==> src/rtl/arb_req_front_end.sv <==
// arb_req_front_end: requester-side front end for a round-robin arbiter.
// Buffers N client streams in small FIFOs, presents their non-empty state as
// the arbiter request vector, muxes the granted head onto a single tagged
// valid/ready output and returns yumi when that head is consumed. Malformed
// grants raise a sticky error; channels left waiting too long raise a sticky
// starvation flag.

// Per-channel FIFO. The caller only pushes when not full and only pops when
// not empty, so no overflow/underflow protection is needed here.
module arb_req_fifo #(
  parameter int WIDTH = 8,
  parameter int DEPTH = 2
) (
  input  logic             clk_i,
  input  logic             reset_i,
  input  logic             push,
  input  logic             pop,
  input  logic [WIDTH-1:0] din,
  output logic [WIDTH-1:0] dout,
  output logic             full,
  output logic             empty
);
  localparam int PW = $clog2(DEPTH);
  localparam int CW = PW + 1;

  logic [DEPTH-1:0][WIDTH-1:0] mem;
  logic [PW-1:0]               rd_ptr, wr_ptr;
  logic [CW-1:0]               count;

  assign full  = (count == CW'(DEPTH));
  assign empty = (count == '0);
  assign dout  = mem[rd_ptr];

  // Pointers wrap naturally because DEPTH is a power of two.
  always_ff @(posedge clk_i) begin
    if (reset_i) begin
      rd_ptr <= '0;
      wr_ptr <= '0;
      count  <= '0;
    end else begin
      if (push) begin
        mem[wr_ptr] <= din;
        wr_ptr      <= wr_ptr + PW'(1);
      end
      if (pop) rd_ptr <= rd_ptr + PW'(1);
      case ({push, pop})
        2'b10:   count <= count + CW'(1);
        2'b01:   count <= count - CW'(1);
        default: count <= count;
      endcase
    end
  end
endmodule

module arb_req_front_end #(
  parameter int NUM_REQUESTERS = 4,
  parameter int WIDTH          = 8,
  parameter int FIFO_DEPTH     = 2,
  parameter int STARVE_LIMIT   = 4
) (
  input  logic                              clk_i,
  input  logic                              reset_i,
  input  logic [NUM_REQUESTERS-1:0]         v_i,
  input  logic [NUM_REQUESTERS*WIDTH-1:0]   data_i,
  output logic [NUM_REQUESTERS-1:0]         ready_o,
  output logic [NUM_REQUESTERS-1:0]         reqs_o,
  input  logic [NUM_REQUESTERS-1:0]         grants_i,
  output logic                              yumi_o,
  output logic                              v_o,
  output logic [WIDTH-1:0]                  data_o,
  output logic [$clog2(NUM_REQUESTERS)-1:0] id_o,
  input  logic                              ready_i,
  output logic                              err_o,
  output logic [NUM_REQUESTERS-1:0]         starve_o
);
  localparam int N   = NUM_REQUESTERS;
  localparam int IDW = $clog2(NUM_REQUESTERS);
  localparam int SCW = $clog2(STARVE_LIMIT + 2);
  localparam logic [N-1:0] ONE = N'(1);

  logic [N-1:0]            full, empty, push, pop;
  logic [N-1:0][WIDTH-1:0] heads;
  logic                    grant_onehot, grant_legal, grant_bad;

  // Request and ready come from registered FIFO state only; reset masks them
  // so nothing is offered or accepted while held in reset.
  assign ready_o = ~full  & {N{~reset_i}};
  assign reqs_o  = ~empty & {N{~reset_i}};
  assign push    = v_i & ready_o;

  assign grant_onehot = (grants_i != '0) && ((grants_i & (grants_i - ONE)) == '0);
  assign grant_legal  = grant_onehot && ((grants_i & reqs_o) != '0);
  assign grant_bad    = (grants_i != '0) && !grant_legal;

  assign v_o    = grant_legal;
  assign yumi_o = v_o & ready_i;
  assign pop    = grants_i & {N{yumi_o}};

  // Output mux: head and index of the granted channel, zero when idle.
  always_comb begin
    data_o = '0;
    id_o   = '0;
    if (grant_legal) begin
      for (int k = 0; k < N; k++) begin
        if (grants_i[k]) begin
          data_o = heads[k];
          id_o   = IDW'(k);
        end
      end
    end
  end

  // Sticky protocol error on any malformed grant.
  always_ff @(posedge clk_i) begin
    if (reset_i)        err_o <= 1'b0;
    else if (grant_bad) err_o <= 1'b1;
  end

  for (genvar k = 0; k < N; k++) begin : g_ch
    logic [SCW-1:0] wait_cnt;
    logic           starve_r;

    arb_req_fifo #(.WIDTH(WIDTH), .DEPTH(FIFO_DEPTH)) u_fifo (
      .clk_i   (clk_i),
      .reset_i (reset_i),
      .push    (push[k]),
      .pop     (pop[k]),
      .din     (data_i[k*WIDTH +: WIDTH]),
      .dout    (heads[k]),
      .full    (full[k]),
      .empty   (empty[k])
    );

    // Wait counter: counts requesting cycles without a pop, saturating one
    // past the limit; crossing the limit latches the starvation flag.
    always_ff @(posedge clk_i) begin
      if (reset_i) begin
        wait_cnt <= '0;
        starve_r <= 1'b0;
      end else if (pop[k] || !reqs_o[k]) begin
        wait_cnt <= '0;
      end else if (wait_cnt <= SCW'(STARVE_LIMIT)) begin
        wait_cnt <= wait_cnt + SCW'(1);
        if (wait_cnt == SCW'(STARVE_LIMIT)) starve_r <= 1'b1;
      end
    end

    assign starve_o[k] = starve_r;
  end
endmodule

==> config.mk <==
export PLATFORM = sky130hd
export DESIGN_NAME = arb_req_front_end
export DESIGN_NICKNAME = d
export VERILOG_FILES = /design/src/rtl/arb_req_front_end.sv
export SDC_FILE = /design/constraint.sdc
export NUM_CORES = 1
export LEC_CHECK = 0
export ABC_CLOCK_PERIOD_IN_PS = 9820
export BUFFER_PORTS_ARGS = -buffer_cell sky130_fd_sc_hd__buf_4
export CAP_MARGIN = 30
export CELL_PAD_IN_SITES_DETAIL_PLACEMENT = 2
export CELL_PAD_IN_SITES_GLOBAL_PLACEMENT = 2
export CORE_UTILIZATION = 35
export DETAILED_ROUTE_END_ITERATION = 10
export PLACE_DENSITY = 0.73
export SETUP_SLACK_MARGIN = 0.15
export SYNTH_ARGS = -nofsm -noshare
export SYNTH_HDL_FRONTEND = slang
export SYNTH_HIERARCHICAL = 1
export SYNTH_SLANG_ARGS = --single-unit
==> constraint.sdc <==
create_clock -name clk_i -period 9.82 [get_ports clk_i]
set_input_delay 2.455 -clock clk_i [delete_from_list [all_inputs] [get_ports clk_i]]
set_output_delay 2.455 -clock clk_i [all_outputs]
set_load 0.1 [all_outputs]
==> flow_summary.json <==
{
  "grt_use_met2_pct": 30.96,
  "p_per_area_mw_per_mm2": 171.2,
  "met1_usage_pct": 19.38,
  "hold_path.class": "reg -> reg",
  "maxSlewHeadroom_pct": 36.83,
  "syn_inst": 343,
  "worstSetupPathType": "in -> out",
  "post_cts_buffers": 0,
  "synth_top_area_cell": "edfxtp_1",
  "drt-wirelength-per-cell_um": 18.69,
  "finalCriticalPeriod_ps": 7192,
  "die_h_um": 113.2,
  "diodes": 0,
  "seq_power_share_pct": 50.8,
  "worst_pin_slew_ps": 944.0,
  "slowest_delay_ps": 660,
  "synth-edff-count": 64,
  "grt_max_degree": 45,
  "async_reset_ff_share_pct": 0,
  "drt_iter0_drc": 110,
  "crit_fanout": 15,
  "cts_sinks": 97,
  "yosys.cell_count.top_type": "edfxtp_1",
  "area_delta_synth_final_pct": 21.11,
  "cts_resized": 0,
  "met3_usage_pct": 3.803,
  "synth_cell_types": 38,
  "path_clk_slew_ps": 60,
  "final.setup.tns_ps": 0,
  "cts_root_buf": "clkbuf_16",
  "drv_slew": 0,
  "cp-start-kind": "input pin",
  "postSynthAreaPerCell_um2": 12.61,
  "start_util_pct": 36.02,
  "grt_pass1_wl_um": 16280,
  "busiest_layer": "met2",
  "final-hold-violation-count": 0,
  "coreArea_mm2": 0.01201,
  "fin_crit_sh_pct": 73.24,
  "h-tree-depth": 3,
  "synth_top_area_share_pct": 44.42,
  "power_leakage_nw": 1.919,
  "endpoint_kind": "primary output",
  "ys_ff_latch": 97,
  "clockBufferDepth": 2,
  "cts_made_buffers": 9,
  "rows": 40,
  "synth_area_leaders": "edfxtp_1, dfxtp_1, mux2_2, ha_1, xnor2_1",
  "grt_usage_pct": 17.25,
  "outcome": "finished clean",
  "crit_slowest_cell": "or3_1",
  "num_vias": 2878,
  "p_int_mw": 0.6603,
  "worstPathRequired_ps": 7370,
  "antenna_found_initial": 0,
  "first_pass_iters": 4,
  "clock_latency_ps": 350,
  "finClkSkew_ps": 6.308,
  "holdBufCountCts": 0,
  "vdd_drop_max_mv": 0.1039,
  "io_buffers": 67,
  "swShare_pct": 26.41,
  "crit_top_cell": "buf_4",
  "ys_seq_area_share_pct": 59.69,
  "cap_viol_max_count": 0,
  "pin_count": 68,
  "drive_above_1_share_pct": 32.37,
  "grt_pass1_vias": 3091,
  "hpwlAfterDp_um": 7956,
  "total_power_mw": 0.8972,
  "die_x_um": 113.2,
  "synth_area_mm2": 0.004327,
  "synth_common_cells": "edfxtp_1, nor2_1, dfxtp_1",
  "syn-num-nets": 398,
  "grt_setup_unrepaired": "no",
  "route.detailed.drc": 0,
  "comb_power_share_pct": 12.7,
  "drt_wl_total_um": 10540,
  "setup_violations": 0,
  "antenna_left": 0,
  "gr-total-overflow": 0,
  "yosysWarnings": 6,
  "die_area_mm2": 0.01281,
  "reg2reg_slack_ps": 7100,
  "switchingPower_mw": 0.2370,
  "nets": 467,
  "cts_tree": "yes",
  "vias_per_cell": 5.103,
  "fmax_ghz": 0.1390,
  "synth_ff_type": "edfxtp_1",
  "place_congestion": 0.7427,
  "clkPwrFrac_pct": 36.6,
  "crit_chain": "buf_4 > or4b_1 > o311a_2 > or3_1 > a211oi_1 > buf_4",
  "cp.arrival_ps": 4740
}
-- stage by stage --
step                hold WS (ps)  area [um^2]  setup WS (ps)  utilization (%)  instances
floorplan                  425.9         4327           1395                -        343
global placement           447.2         4951           2729            41.22        545
detailed placement         459.1         4969           2631            41.36        548
CTS                        467.3         5240           2618            43.63        564
global route               478.9         5240           2527            43.63        564
finish                     456.3         5240           2628            43.63        564
-- registers in the layout (all words and copies together), names as in the netlist --
signal,cells
g_ch.u_fifo/mem,64
g_ch.u_fifo/wr_ptr,4
err_o,1
g_ch.starve_r,4
g_ch.u_fifo/count,8
g_ch.wait_cnt,12
g_ch.u_fifo/rd_ptr,4
-- worst max-delay path, delay by kind of cell --
| family | cells | cell delay, ps |
|---|---|---|
| simple gates | 2 | 1250 |
| compound gates | 2 | 510 |
| buf+inv | 2 | 520 |
-- path summary, 6_finish.rpt --
kind,depth (start not counted),to,start
worst min-delay path,2,g_ch[3].starve_r,g_ch[3].starve_r
worst max-delay path,6,data_o[7],grants_i[1]
worst max register to register,7,g_ch[1].u_fifo/count[1],g_ch[3].u_fifo/count[0]
worst min register to register,2,g_ch[3].starve_r,g_ch[3].starve_r
-- cell families (layout without fill, tap and decap cells) --
logic type	Yosys count	after routing	share of synthesized area, %
buffers and inverters	38	112	4.135
multiplexers	36	36	9.254
AO/OA/AOI/OAI	48	48	8.039
XOR/XNOR	21	21	4.251
AND/OR/NAND/NOR	91	91	11.16
adder cells (fa/ha/maj)	12	12	3.470
flip-flops	97	97	59.69
-- metal layers --
metal,up-vias,part of all wire [%]
li1,1374,-
met1,1435,43
met2,53,52
met3,16,3.7
met4,0,2.1
met5,-,0
-- power by group through the flow --
stage	combinational, mW	clock [mW]	sequential [mW]
after floorplan	0.0742	0	0.464
after global placement	0.110	0	0.464
after detailed placement	0.114	0	0.465
after CTS	0.115	0.336	0.456
after global routing	0.122	0.350	0.457
final	0.114	0.328	0.456
-- layout by cell type, fill, tap and decap left out, types with 7 or more instances in the layout --
| master | synthesis | final |
|---|---|---|
| a21oi_1 | 7 | 7 |
| nor2_1 | 38 | 38 |
| edfxtp_1 | 64 | 64 |
| o21ai_0 | 8 | 8 |
| xnor2_1 | 17 | 17 |
| o22ai_1 | 10 | 10 |
| ha_1 | 12 | 12 |
| dfxtp_1 | 33 | 33 |
| nor3_1 | 8 | 8 |
| mux2_2 | 32 | 32 |
| a22oi_1 | 8 | 8 |
| clkbuf_16 | 0 | 9 |
| buf_4 | 4 | 73 |
| inv_1 | 21 | 21 |
-- area by class of cell --
| cell class | count | area [um^2] |
|---|---|---|
| Fill cell | 1215 | 6771 |
| Tap cell | 147 | 183.9 |
| Inverter | 21 | 78.83 |
| Clock inverter | 5 | 38.79 |
| Clock buffer | 11 | 232.7 |
| Timing Repair Buffer | 75 | 558.0 |
| Multi-Input combinational cell | 208 | 1565 |
| Sequential cell | 97 | 2582 |
No activity file was read; power rests on OpenSTA's default activity.
